--- config.mk ---
export PLATFORM = sky130hd
export DESIGN_NAME = jp_responder
export DESIGN_NICKNAME = d
export VERILOG_FILES = /design/src/rtl/jp_responder.sv
export SDC_FILE = /design/constraint.sdc
export NUM_CORES = 1
export LEC_CHECK = 0
export ABC_AREA = 1
export BUFFER_PORTS_ARGS = -buffer_cell sky130_fd_sc_hd__buf_2
export CORE_MARGIN = 1.5
export CORE_UTILIZATION = 47
export CTS_CLUSTER_DIAMETER = 200
export DETAILED_ROUTE_END_ITERATION = 8
export GPL_ROUTABILITY_DRIVEN = 0
export PLACE_DENSITY = 0.83
export SLEW_MARGIN = 20
export SYNTH_ARGS = -nofsm -noshare
export SYNTH_HDL_FRONTEND = slang
export SYNTH_SLANG_ARGS = --single-unit
--- constraint.sdc ---
create_clock -name clk_in -period 1.1 [get_ports clk_in]
set_clock_uncertainty 0.1 [all_clocks]
set_input_delay 0.165 -clock clk_in [delete_from_list [all_inputs] [get_ports clk_in]]
set_output_delay 0.165 -clock clk_in [all_outputs]
set_load 0.05 [all_outputs]
--- src/rtl/jp_responder.sv ---
// -----------------------------------------------------------------------------
// jp_responder
//   Emulates a standard NES controller: the serial responder at the far end of
//   the rp2a03 joypad port. The jp_latch/jp_clk strobes are synchronised into
//   the clk_in domain. Button state is then returned one bit per shift clock on
//   an active-low data line, in the order A, B, Select, Start, Up, Down, Left,
//   Right. After the eighth bit the line reads "pressed" (0), as official pads
//   do.
//
// Parameters
//   SYNC_STAGES     flops on each strobe before edge detection (0 = already
//                   in the clk_in domain)
//   BLOCK_OPPOSING  1 = Up+Down and Left+Right pressed together load as
//                   "neither pressed"
//
// Ports
//   clk_in          system clock
//   rst_in          synchronous reset, active-high
//   buttons_in[7:0] active-high pressed: A,B,Select,Start,Up,Down,Left,Right
//   jp_latch_in     latch strobe from rp2a03
//   jp_clk_in       shift clock from rp2a03
//   jp_data_out     serial data to rp2a03, active-low (0 = pressed)
//   bit_idx_out     index of the bit currently presented, 0..8 (8 = exhausted)
//   poll_done_out   one-cycle pulse when the eighth shift completes
// -----------------------------------------------------------------------------
module jp_responder #(
   parameter int SYNC_STAGES    = 2,
   parameter bit BLOCK_OPPOSING = 1'b1
) (
   input  logic       clk_in,
   input  logic       rst_in,
   input  logic [7:0] buttons_in,
   input  logic       jp_latch_in,
   input  logic       jp_clk_in,
   output logic       jp_data_out,
   output logic [3:0] bit_idx_out,
   output logic       poll_done_out
);

   typedef enum logic [1:0] {
      LOAD_WAIT = 2'd0,
      LATCHED   = 2'd1,
      SHIFT     = 2'd2,
      DONE      = 2'd3
   } state_e;

   state_e      state_q, state_d;
   logic [7:0]  shreg_q, shreg_d;
   logic [3:0]  bit_idx_q, bit_idx_d;
   logic        poll_done_q, poll_done_d;
   logic        data_q, data_d;
   logic        clk_s_q;
   logic        latch_s, clk_s, clk_rise;
   logic [7:0]  ld;

   // ---------------------------------------------------------------------------
   // Strobe synchronisers
   // ---------------------------------------------------------------------------
   generate
      if (SYNC_STAGES == 0) begin : g_nosync
         assign latch_s = jp_latch_in;
         assign clk_s   = jp_clk_in;
      end else begin : g_sync
         logic [SYNC_STAGES-1:0] latch_sync_q;
         logic [SYNC_STAGES-1:0] clk_sync_q;

         // NOTE: clocked state uses non-blocking assignments so every flop
         // samples the pre-edge value of its neighbour; a blocking chain here
         // would collapse the synchroniser into a single stage.
         always_ff @(posedge clk_in) begin
            if (rst_in) begin
               latch_sync_q <= '0;
               clk_sync_q   <= '0;
            end else begin
               latch_sync_q[0] <= jp_latch_in;
               clk_sync_q[0]   <= jp_clk_in;
               for (int i = 1; i < SYNC_STAGES; i++) begin
                  latch_sync_q[i] <= latch_sync_q[i-1];
                  clk_sync_q[i]   <= clk_sync_q[i-1];
               end
            end
         end

         assign latch_s = latch_sync_q[SYNC_STAGES-1];
         assign clk_s   = clk_sync_q[SYNC_STAGES-1];
      end
   endgenerate

   assign clk_rise = clk_s & ~clk_s_q;

   // ---------------------------------------------------------------------------
   // Parallel load value, with simultaneous opposing directions cancelled
   // ---------------------------------------------------------------------------
   always_comb begin
      ld = buttons_in;
      if (BLOCK_OPPOSING) begin
         if (buttons_in[5:4] == 2'b11) ld[5:4] = 2'b00;
         if (buttons_in[7:6] == 2'b11) ld[7:6] = 2'b00;
      end
   end

   // ---------------------------------------------------------------------------
   // Next-state logic
   // ---------------------------------------------------------------------------
   always_comb begin
      // NOTE: every signal driven here gets a default first, so no path through
      // the case statement can leave one unassigned and infer a latch.
      state_d     = state_q;
      shreg_d     = shreg_q;
      bit_idx_d   = bit_idx_q;
      poll_done_d = 1'b0;

      if (latch_s) begin
         // Latch wins over a same-cycle shift clock from any state; the
         // register stays transparent to live buttons while latch is held.
         state_d   = LATCHED;
         shreg_d   = ld;
         bit_idx_d = 4'd0;
      end else begin
         unique case (state_q)
            LATCHED: state_d = SHIFT;
            SHIFT: begin
               if (clk_rise) begin
                  // Ones shift in from the top so the line reads "pressed"
                  // past the end, matching DONE.
                  shreg_d   = {1'b1, shreg_q[7:1]};
                  bit_idx_d = bit_idx_q + 4'd1;
                  if (bit_idx_q == 4'd7) begin
                     state_d     = DONE;
                     poll_done_d = 1'b1;
                  end
               end
            end
            LOAD_WAIT, DONE: ;
            default: state_d = LOAD_WAIT;
         endcase
      end
   end

   // Output bit follows the current state/shreg one cycle later.
   always_comb begin
      data_d = 1'b1;
      unique case (state_q)
         LATCHED, SHIFT: data_d = ~shreg_q[0];
         DONE:           data_d = 1'b0;
         default:        data_d = 1'b1;
      endcase
   end

   // ---------------------------------------------------------------------------
   // State registers
   // ---------------------------------------------------------------------------
   always_ff @(posedge clk_in) begin
      if (rst_in) begin
         state_q     <= LOAD_WAIT;
         shreg_q     <= 8'h00;
         bit_idx_q   <= 4'd0;
         poll_done_q <= 1'b0;
         data_q      <= 1'b1;
         clk_s_q     <= 1'b0;
      end else begin
         state_q     <= state_d;
         shreg_q     <= shreg_d;
         bit_idx_q   <= bit_idx_d;
         poll_done_q <= poll_done_d;
         data_q      <= data_d;
         clk_s_q     <= clk_s;
      end
   end

   assign jp_data_out   = data_q;
   assign bit_idx_out   = bit_idx_q;
   assign poll_done_out = poll_done_q;

endmodule
# After elaboration in Yosys (flattened, before gate mapping)
# Index checks and enable logic that the tools add are counted.
dict set report op_classes {
  reduce_logical 11
  magnitude_cmp 0
  muxes 11
  n_mul 0
  n_shift 0
  addsub 1
  bitwise 5
  eq_ne 10
  div 0
}
# operator n
set ops {}
lappend ops {{$mux 8} 3}
lappend ops {{$eq 2x2->1 const B} 4}
lappend ops {{$mux 2} 4}
lappend ops {{$ne 3x3->1 const B} 2}
lappend ops {{$reduce_and 3->1} 2}
lappend ops {{$reduce_bool 2->1} 3}
lappend ops {{$add 4x1->4 const B} 1}
lappend ops {{$eq 4x3->1 const B} 1}
lappend ops {{$ne 2x2->1 const B} 2}
lappend ops {{$not 1->1} 4}
lappend ops {{$pmux 2 s2} 1}
lappend ops {{$reduce_and 2->1} 2}
lappend ops {{$reduce_or 2->1} 2}
lappend ops {{$reduce_or 4->1} 1}
lappend ops {{$reduce_bool 3->1} 1}
lappend ops {{$eq 2x1->1 const B} 1}
lappend ops {{$mux 1} 2}
lappend ops {{$pmux 1 s2} 1}
lappend ops {{$and 1x1->1} 1}
dict set report totals {
  register_bits 21
  mem_bits_ro 0
  elab_cells 47
  latch_bits 0
  ram_bits 0
  inputBits 12
  mem_count 0
  output_inout_bits 6
}

# Logic depth before layout (Yosys ltp)
dict set report depth {
  word_depth 5
  depth_mapped 9
  ltp_nobuf 9
}

# Worst setup path after synthesis
# OpenSTA, ideal clock, no wires.
dict set report synth_timing {
  path_type {reg-to-reg}
  start {reg bit_idx_q[0], in the netlist bit_idx_out[0]}
  end {reg state_q[0]}
  path_stages_with_launch 9
  setup_time_ns 0.131
  slack_ns -0.434
  path_buffers 0
  t_arrival_ns 1.304
  period_less_slack_ns 1.534
  required_time_ns 0.869
  cell_sequence {dfxtp_1 > ha_1 > nand2_1 > inv_1 > nand2_1 > nand2_1 > nand2_1 > nand2_1 > a21oi_2}
}
dict set report synth_via {
  elab_chain_len 3
}
# element line_no
set synth_lines {}
lappend synth_lines {{start: declaration} 49} ;# logic [3:0] bit_idx_q, bit_idx_d;
lappend synth_lines {{start signal: assignment} 164} ;# bit_idx_q <= bit_idx_d;
lappend synth_lines {{$eq 4x3->1} 128} ;# if (bit_idx_q == 4'd7) begin
lappend synth_lines {{$ne 3x3->1 (no line)} -}
lappend synth_lines {{$reduce_and 3->1 (no line)} -}
lappend synth_lines {{end signal: assignment} 162} ;# state_q <= state_d;
lappend synth_lines {{end: declaration} 47} ;# state_e state_q, state_d;
# Every way passes these cells.
# A chain may end at the register's enable or synchronous reset.

# Worst setup path after layout
dict set report layout_timing {
  start {reg state_q[0]}
  end {reg state_q[0]}
}
dict set report layout_via {
  elab_chain_len 3
}
# element line_no
set layout_lines {}
lappend layout_lines {{$eq 2x2->1 or $eq 2x1->1 (tied branches)} 120} ;# unique case (state_q)
lappend layout_lines {{$ne 3x3->1 (no line), or another cell as far along} -}
lappend layout_lines {{$reduce_and 3->1 (no line) or $mux 1 (tied branches)} -}
# Several ways; a longest one is shown, not always the timed one.

==> results.json <==
{
  "outcome": "complete, but fails checks",
  "violations": "setup timing",
  "track_usage": 0.214,
  "clockRootBuffer": "clkbuf_4",
  "antenna_found_initial": 0,
  "nFillCells": 143,
  "synthCells": 126,
  "syn_to_final_growth_pct": 44.4,
  "critPathMaxFanout": 5,
  "firstDrtPassIters": 7,
  "synth_area_um2": 935,
  "synth_seq_cells": 21,
  "first_iter_violations": 16,
  "place_hpwl_um": 1410,
  "setup_viol": 19,
  "stdcell_area_um2": 1350,
  "h-tree-depth": 1,
  "path_class": "flop to flop",
  "synth_cell_type_count": 18,
  "critical_path_arrival_ps": 1430,
  "port_buffers": 17,
  "crit_required_ps": 1250,
  "dpl-instance-area_um2": 1140,
  "report.final.slew_viol_count": 0,
  "finalHoldViolCount": 0,
  "rsz0062_at_grt": "true",
  "start_util": 0.519,
  "max-vdd-ir-drop_mv": 0.797,
  "fmaxAchievable_mhz": 782,
  "slew_headroom": 0.813,
  "instances_no_fill": 184,
  "hp-class": "input port to flop",
  "utilization": 0.749,
  "die_w_um": 47.6,
  "seq_area_um2": 440,
  "grt_pass1_wl_um": 3390,
  "drive_gt1_frac": 0.377,
  "max_cap_viol_count": 0,
  "clk_latency_ps": 310,
  "critical_path.endpoint_type": "flop",
  "worst_slack_ps": -178,
  "die_h_um": 47.6,
  "multi_input_area_um2": 528,
  "fin_tns_setup_ps": -1920,
  "syn_nets": 142,
  "final_common_cell": "nand2_1",
  "cts-buffers-inserted": 3,
  "final_nets": 176,
  "syn_avg_cell_area_um2": 7.42,
  "core_um2": 1800,
  "ys_seq_area_frac": 0.450,
  "routed_wl_um": 2240,
  "layout_common_cells": "nand2_1, inv_1, dfxtp_1, nor2_1, buf_2",
  "grt_max_degree": 14,
  "dpl.cell_count": 174,
  "ant_nets": 0,
  "cts_tree": "built",
  "yosys_warnings": 0,
  "rows": 15,
  "tightestPinTransition_ps": 280,
  "wl_per_cell_um": 12.2,
  "vias": 939,
  "crit_path_start_kind": "flop",
  "drc": 0,
  "pin_count": 18,
  "path_clk_slew_ps": 120,
  "cts_buffer_depth": 2,
  "period_share": 1.16,
  "power_density_nw_per_um2": 961,
  "cts_sinks": 21,
  "vias_per_cell": 5.10,
  "overflow": 0,
  "grt_pass1_vias": 849,
  "num_antenna_cells": 0,
  "dieArea_um2": 2270,
  "finalWorstPathRequiredPeriod_ps": 1280,
  "leakage_nw": 0.566
}
-- metrics by stage --
step / total power [W] / hold slack [ps] / worst slack [ps]
4_1_cts: 0.00130 / 64.4 / -143
3_5_place_dp: 0.000911 / 276 / -194
2_1_floorplan: 0.000864 / 134 / -73.3
5_1_grt: 0.00135 / 86.0 / -219
6_report: 0.00130 / 73.3 / -178
3_3_place_gp: 0.000905 / 266 / -107
-- final cells by class --
class                      instances  share of cell area
multi-input combinational         84               0.391
inverter                          21              0.0639
clock inverter                     1             0.00371
timing repair buffer              29               0.175
sequential                        21               0.326
clock buffer                       3              0.0167
tap                               25              0.0232
-- cells in the mapped netlist (all sizes together) --
master | n | area [um2]
o211ai | 1 | 7.51
o21a | 3 | 22.5
or2 | 1 | 6.26
inv | 21 | 78.8
o21ai | 7 | 35.0
ha | 4 | 50.1
nand2 | 32 | 128
o211a | 1 | 10.0
nor2 | 13 | 48.8
buf | 1 | 7.51
nand3 | 8 | 52.6
a21oi | 12 | 63.8
dfxtp | 21 | 420
clkbuf | 1 | 3.75
-- flip-flops by register name, summed over array words and instances (netlist names) --
name,flops
shreg_q,8
g_sync.latch_sync_q,2
state_q,2
g_sync.clk_sync_q,2
bit_idx_out,4
jp_data_out,1
clk_s_q,1
poll_done_out,1
-- path summary, 6_finish.rpt --
| check | start | to | slack, ps | depth (start not counted) |
|---|---|---|---|---|
| max reg2reg | state_q[0]$_SDFFE_PP0P_ | state_q[0]$_SDFFE_PP0P_ | -180 | 8 |
| max | state_q[0]$_SDFFE_PP0P_ | state_q[0]$_SDFFE_PP0P_ | -180 | 8 |
| min reg2reg | g_sync.latch_sync_q[0]$_SDFF_PP0_ | g_sync.latch_sync_q[1]$_SDFF_PP0_ | 300 | 2 |
| min | buttons_in[6] | shreg_q[7]$_SDFFE_PP0P_ | 70 | 4 |
-- layer usage --
metal / track usage / part of all wire / wire (um) / vias up
li1: - / - / - / 467
met1: 0.224 / 0.41 / 916 / 439
met2: 0.411 / 0.54 / 1210 / 29
met3: 0.0604 / 0.042 / 94 / 4
met4: 0.0649 / 0.0080 / 18 / 0
met5: 0 / 0 / 0 / -
-- critical path, stage by stage, from the launching register on --
cell and delay [ps]:
dfxtp_2 350, inv_2 60, ha_4 180, inv_1 80, a21oi_2 140, nand2_1 80, nand2_1 60, nand2_1 60
a21oi_2 110
-- where the power goes --
| group | internal, W | total (W) | switching [W] | leakage (nW) |
|---|---|---|---|---|
| logic | 0.0000608 | 0.000135 | 0.0000738 | 0.373 |
| clock network | 0.000136 | 0.000378 | 0.000243 | 0.0177 |
| registers | 0.000770 | 0.000784 | 0.0000143 | 0.175 |
-- cells by family after synthesis --
family | synth area share
flops | 0.450
simple gates | 0.252
fa+ha+maj | 0.0535
compound gates | 0.149
buf+inv | 0.0964
-- what timing repair did --
item                                    4_1_cts  5_1_grt
hold endpoints to repair                      2        0
endpoints found under the setup margin       21       22
resized for setup                            23       13
cloned                                        2        0
buffers inserted                              1        1
hold buffers                                  2        0
pin swaps                                     3        6
Note: power is estimated with default switching activity, not from simulation.
